$ cat src/rtl/mem_rd_pkg.sv
// Shared frame-readout definitions: state encoding and frame geometry defaults.
// Capture and readout FSMs both import DEPTH_DEF so frame sizes cannot diverge.
package mem_rd_pkg;

    localparam int unsigned BYTES_PER_WORD = 2;
    localparam int unsigned DEPTH_DEF      = 512;
    localparam int unsigned ADDR_W_DEF     = 9;
    localparam int unsigned RD_LAT_DEF     = 2;

    typedef enum logic [2:0] {
        ST_IDLE,
        ST_RD,
        ST_WAIT,
        ST_SEND_HI,
        ST_SEND_LO,
        ST_DONE
    } state_t;

endpackage

$ cat src/rtl/mem_read_fsm.sv
// Reads one frame of DEPTH words from capture BRAM port B and streams each word
// high byte first over a valid/ready byte interface toward the UART transmitter.
module mem_read_fsm
    import mem_rd_pkg::*;
#(
    parameter int unsigned DEPTH  = DEPTH_DEF,
    parameter int unsigned ADDR_W = ADDR_W_DEF,
    parameter int unsigned DATA_W = 16,
    parameter int unsigned RD_LAT = RD_LAT_DEF
) (
    input  logic              clk,
    input  logic              reset,
    input  logic              start,
    output logic              enb,
    output logic [ADDR_W-1:0] addrb,
    input  logic [DATA_W-1:0] doutb,
    output logic [7:0]        tx_data,
    output logic              tx_valid,
    input  logic              tx_ready,
    output logic              busy,
    output logic              done
);

    localparam int unsigned LAT_W = 2;
    localparam logic [ADDR_W-1:0] LAST_ADDR = ADDR_W'(DEPTH - 1);

    state_t              state;
    state_t              state_nx;
    logic [ADDR_W-1:0]   addr;
    logic [LAT_W-1:0]    lat_cnt;
    logic [DATA_W-1:0]   word;

    always_ff @(posedge clk) begin
        if (reset) begin
            state <= ST_IDLE;
        end else begin
            state <= state_nx;
        end
    end

    always_comb begin
        state_nx = state;
        case (state)
            ST_IDLE:    if (start) state_nx = ST_RD;
            ST_RD:      state_nx = ST_WAIT;
            ST_WAIT:    if (lat_cnt == '0) state_nx = ST_SEND_HI;
            ST_SEND_HI: if (tx_ready) state_nx = ST_SEND_LO;
            ST_SEND_LO: if (tx_ready) state_nx = (addr == LAST_ADDR) ? ST_DONE : ST_RD;
            ST_DONE:    state_nx = ST_IDLE;
            default:    state_nx = ST_IDLE;
        endcase
    end

    // Word register loads only on the last WAIT cycle, so bytes stay stable under backpressure.
    always_ff @(posedge clk) begin
        if (reset) begin
            addr    <= '0;
            lat_cnt <= '0;
            word    <= '0;
        end else begin
            case (state)
                ST_RD: lat_cnt <= LAT_W'(RD_LAT - 1);
                ST_WAIT: begin
                    if (lat_cnt == '0) begin
                        word <= doutb;
                    end else begin
                        lat_cnt <= lat_cnt - LAT_W'(1);
                    end
                end
                ST_SEND_LO: begin
                    if (tx_ready && (addr != LAST_ADDR)) begin
                        addr <= addr + ADDR_W'(1);
                    end
                end
                ST_DONE: addr <= '0;
                default: ;
            endcase
        end
    end

    assign addrb = addr;

    always_comb begin
        enb      = 1'b0;
        tx_valid = 1'b0;
        tx_data  = '0;
        busy     = 1'b1;
        done     = 1'b0;
        case (state)
            ST_IDLE:    busy = 1'b0;
            ST_RD:      enb = 1'b1;
            ST_SEND_HI: begin
                tx_valid = 1'b1;
                tx_data  = word[15:8];
            end
            ST_SEND_LO: begin
                tx_valid = 1'b1;
                tx_data  = word[7:0];
            end
            ST_DONE:    done = 1'b1;
            default:    ;
        endcase
    end

endmodule

$ cat config.mk
export PLATFORM = sky130hd
export DESIGN_NAME = mem_read_fsm
export DESIGN_NICKNAME = d
export VERILOG_FILES = /design/src/rtl/mem_rd_pkg.sv /design/src/rtl/mem_read_fsm.sv
export SDC_FILE = /design/constraint.sdc
export NUM_CORES = 1
export LEC_CHECK = 0
export ABC_AREA = 1
export BUFFER_PORTS_ARGS = -buffer_cell sky130_fd_sc_hd__buf_2
export CAP_MARGIN = 20
export CORE_MARGIN = 5
export CORE_UTILIZATION = 40
export DETAILED_ROUTE_END_ITERATION = 8
export PLACE_DENSITY = 0.74
export SLEW_MARGIN = 10
export SYNTH_ARGS = -nofsm -noshare
export SYNTH_HDL_FRONTEND = slang
export SYNTH_SLANG_ARGS = --single-unit
$ cat constraint.sdc
create_clock -name clk -period 1.96 [get_ports clk]
set_input_delay 0.392 -clock clk [delete_from_list [all_inputs] [get_ports clk]]
set_output_delay 0.392 -clock clk [all_outputs]
set_load 0.03 [all_outputs]
* Yosys cells after proc, flatten, opt, wreduce, memory -nomap -nowiden
Index checks and enable logic that the tools add are counted.
** Operators by class
- $add $sub $neg :: 2
- Equality and inequality tests :: 13
- Muxes and demuxes :: 15
- Reductions and logical operators :: 10
** Operators by type and width (number)
- case mux 9 bit (2 select lines) :: 1
- case mux 8 bit (2 select lines) :: 1
- two-way mux 3 bit :: 5
- case mux 3 bit (5 select lines) :: 1
- inequality test 2 bit (second input constant) :: 6
- adder 9 x 1 -> 9 bit (second input constant) :: 1
- equality test 9 bit (second input constant) :: 1
- two-way mux 9 bit :: 1
- inequality test 9 bit (second input constant) :: 1
- equality test 3 x 2 -> 1 bit (second input constant) :: 2
- equality test 3 bit (second input constant) :: 2
- AND reduction 2 bit :: 3
- two-way mux 1 bit :: 4
- case mux 2 bit (2 select lines) :: 1
- AND reduction 4 bit :: 1
- nonzero test 2 bit :: 2
- equality test 3 x 1 -> 1 bit (second input constant) :: 1
- zero test 3 bit :: 1
- zero test 2 bit :: 1
- two-way mux 2 bit :: 1
- OR reduction 2 bit :: 1
- subtractor 2 x 1 -> 2 bit (second input constant) :: 1
- logical AND 1 bit :: 1
** Storage, ports and cells
- Flip-flop bits (word level) :: 30
- Output and inout port bits :: 21

* Longest topological paths before layout
- Depth after elaboration :: 4
- Depth in mapped cells :: 13
- Mapped depth without buffers :: 13

* Least setup slack after synthesis
Ideal clock, no wire load.
- Path type :: register -> register
- Start :: register addr[1], in the netlist addrb[1]
- End :: register addr[6], in the netlist addrb[6]
- Setup time :: 0.116 ns
- Data arrival time :: 1.860 ns
- Slack :: -0.016 ns
- Stages on the path, launching flop included :: 13
- Buffers on the path :: 1
- Period minus slack after synthesis :: 1.976 ns
- Cell sequence :: dfxtp_1 > ha_1 > nand3_1 > nor2_1 > nand2_1 > nor2_1 > ha_1 > inv_1 > nand2_1 > nor2_8 > buf_6 > a21oi_1 > nor2_1
** On the way
- Word-level cells in the longest chain between the ends :: 4
- Elaborated cells between the ends (all ways) :: 7
** RTL lines
- start: declaration :: RTL line mem_read_fsm.sv:29 : logic [ADDR_W-1:0] addr;
- start signal: assignment :: RTL line mem_read_fsm.sv:72 : addr <= addr + ADDR_W'(1);
- parallel branches: the longest is 4 deep, another holds adder 9 x 1 -> 9 bit
Several ways; the timed one is not identified. The select of a mux whose other input is x is not followed.
A chain may end at the register's enable or synchronous reset.

* Final worst setup path
- Start :: register state[1]
- End :: output port tx_data[6]
** On the way
- Word-level cells in the longest chain between the ends :: 2
- Elaborated cells between the ends (all ways) :: 3
** RTL lines
- start: declaration :: RTL line mem_read_fsm.sv:27 : state_t state;
- start signal: assignment :: RTL line mem_read_fsm.sv:37 : state <= state_nx;
- equality test 3 bit or equality test 3 x 2 -> 1 bit (tied branches) :: RTL line mem_read_fsm.sv:89 : case (state)
- case mux 8 bit (2 select lines) (*) :: RTL line mem_read_fsm.sv:89
- end: declaration :: RTL line mem_read_fsm.sv:17 : output logic [7:0] tx_data,
Mark *: on every way between the ends. The rest lies on a longest branch, timed or not.

==> qor.csv <==
metric,value,unit
status,completed,
synth_fp_nets,223,
end_kind,primary output,
grt_pass1_vias,1266,
grt_pass1_wl,5380,um
drv_cap,0,
core,3420,um2
drtPass1Iterations,4,
drv_slew,0,
via_per_inst,4.74,
synthTopCellsByArea,"dfxtp_1 41%, a21oi_1 9.3%, inv_1 8.8%",
num_vias,1383,
ctsHtreeMaxLevel,2,
power_density,1210,nW/um2
yosysMostFrequentCell,inv_1,
grt_max_degree,33,
grt_antenna_before_repair,0,
antenna_left,0,
synth_warnings,0,
holdPathEnd,lat_cnt[1],
reg2reg_depth,13,
rows,21,
syn2layout_area_growth,22.9,%
ys_seq_area_share,41.5,%
syn_area,1450,um2
cp.arrival,1.44,ns
grt_overflow,0,
worstMarginPinSlew,0.297,ns
fin_tns_setup,0,ns
min_path_cells,2,
critical_path_class,reg2out,
layoutNonFillerInstCount,292,
async_reset_ff_share,0,%
synth-edff-count,0,
drive_above_1_share,28.5,%
nets,268,
clock-root-buffer,clkbuf_4,
required,1.57,ns
io_buffers,40,
holdCritStartpoint,reset,
die_x,70.2,um
avgSynthCellArea,7.24,um2
gp_congestion,0.800,
wl_per_cell,10.8,um
synth_cells,200,
numCtsBuffers,5,
dp_hpwl,2300,um
synth_top_area_share,41.5,%
setup_viol,0,
max-clock-path-buffers,2,
synth_largest_area_cell,dfxtp_1,
period_needed,1.83,ns
ios,41,
path_clk_slew,0.09,ns
synth.distinct_cells,24,
synth_ff_type,dfxtp_1,
rr_startpoint,addrb[0],
rsz0062_at_grt,no,
worstReg2RegEnd,addrb[7],
ys_seq_elements,30,
cts.sinks,30,
peakVddDrop,672,uV
crit_fanout,11,
regToRegSetupSlack,0.22,ns
dieHeight,70.2,um
hold_class,in2reg,
relSlewSlack,80.2,%
start_util,42.4,%
dieArea,4920,um2
start_kind,register,
drt-initial-drc-count,67,
timing.final.crit_share,93.3,%
yosys-top-cells-count,"34 x inv_1, 30 x dfxtp_1, 27 x a21oi_1",
postCtsHoldBufs,0,
hold_viol,0,
skew,0.0150,ns
drc,0,
cts_tree,built,
diodes,0,
leakagePower,0.000830,uW
placed_cells,282,
fmaxAchievable,547,MHz
routed_wl,3170,um
clk-insertion-delay-late,0.34,ns
grt_use_total,13.4,%
power by group:
group / leakage (uW) / switching [uW] / total (uW) / internal (uW)
clock network: 0.0000343 / 229 / 401 / 172
registers: 0.000246 / 87.0 / 849 / 763
logic: 0.000550 / 594 / 906 / 311
placed cells by master (no fill, tap or decap):
cell and instances:
nand2_4 3, nor2_1 14, clkinv_2 1, o22ai_1 8, nor3_1 1, ha_1 2, buf_2 40, nor2_2 2
dfxtp_1 26, nand3b_1 2, nor2_8 1, o21ai_1 18, clkbuf_8 1, o21ai_0 3, inv_1 34, dfxtp_2 4
buf_4 5, clkinvlp_4 1, nand3_1 14, inv_2 4, ha_2 1, nand2_1 26, nor2_4 1, or2_0 1
clkbuf_4 5, nand3_4 1, a21oi_1 27
stage by stage:
| step | cell area (um2) | hold slack [ns] | util, % | setup slack (ns) | total power, uW |
|---|---|---|---|---|---|
| after floorplan | 1450 | 0.430 | - | 0.119 | 1530 |
| after global placement | 1690 | 0.441 | 49.3 | 0.270 | 1700 |
| after detailed placement | 1690 | 0.446 | 49.3 | 0.161 | 1720 |
| after CTS | 1760 | 0.245 | 51.4 | 0.0391 | 2130 |
| after global routing | 1780 | 0.269 | 52.1 | 0.0115 | 2330 |
| final | 1780 | 0.251 | 52.1 | 0.131 | 2160 |
worst max-delay path, cell delays in order (launching register included):
cell and delay [ns]:
dfxtp_2 0.38, nor2_4 0.18, nand2_4 0.16, o22ai_1 0.16, buf_2 0.23
logic make-up after synthesis:
| group | synth area share, % |
|---|---|
| flops | 41.5 |
| simple gates | 22.9 |
| fa+ha+maj | 2.59 |
| buf+inv | 13.0 |
| compound gates | 20.1 |
registers in the layout (all words and copies together) (netlist names):
register	count
word	16
lat_cnt	2
addrb	9
state	3
repair_timing:
action / 4_1_cts / 5_1_grt
pin swaps: 0 / 1
setup buffers: 0 / 2
gates resized for setup: 1 / 4
endpoints found under the setup margin: 8 / 17
routing by layer:
layer | part of all wire [%] | global-route usage, %
met2 | 44 | 21.7
met4 | 1.9 | 5.74
met5 | 0 | 0
met3 | 6.9 | 4.59
met1 | 47 | 15.9
worst max-delay path by stage:
stage | startpoint | to | slack [ns] | cells past startpoint
after floorplan | addrb[1] | addrb[6] | 0.12 | 12
after global routing | addrb[0] | addrb[7] | 0.01 | 13
final | state[1] | tx_data[6] | 0.13 | 4
after CTS | state[0] | tx_data[3] | 0.04 | 4
after global placement | addrb[0] | addrb[0] | 0.27 | 12
after detailed placement | addrb[0] | addrb[7] | 0.16 | 13
final cells by class:
class                      instances  area (um2)
multi-input combinational        125         672
timing repair buffer              45         238
inverter                          38         143
clock buffer                       6        51.3
tap                               46        57.6
clock inverter                     2        12.5
fill                             337        1640
sequential                        30         606
No activity file was read; power rests on OpenSTA's default activity.
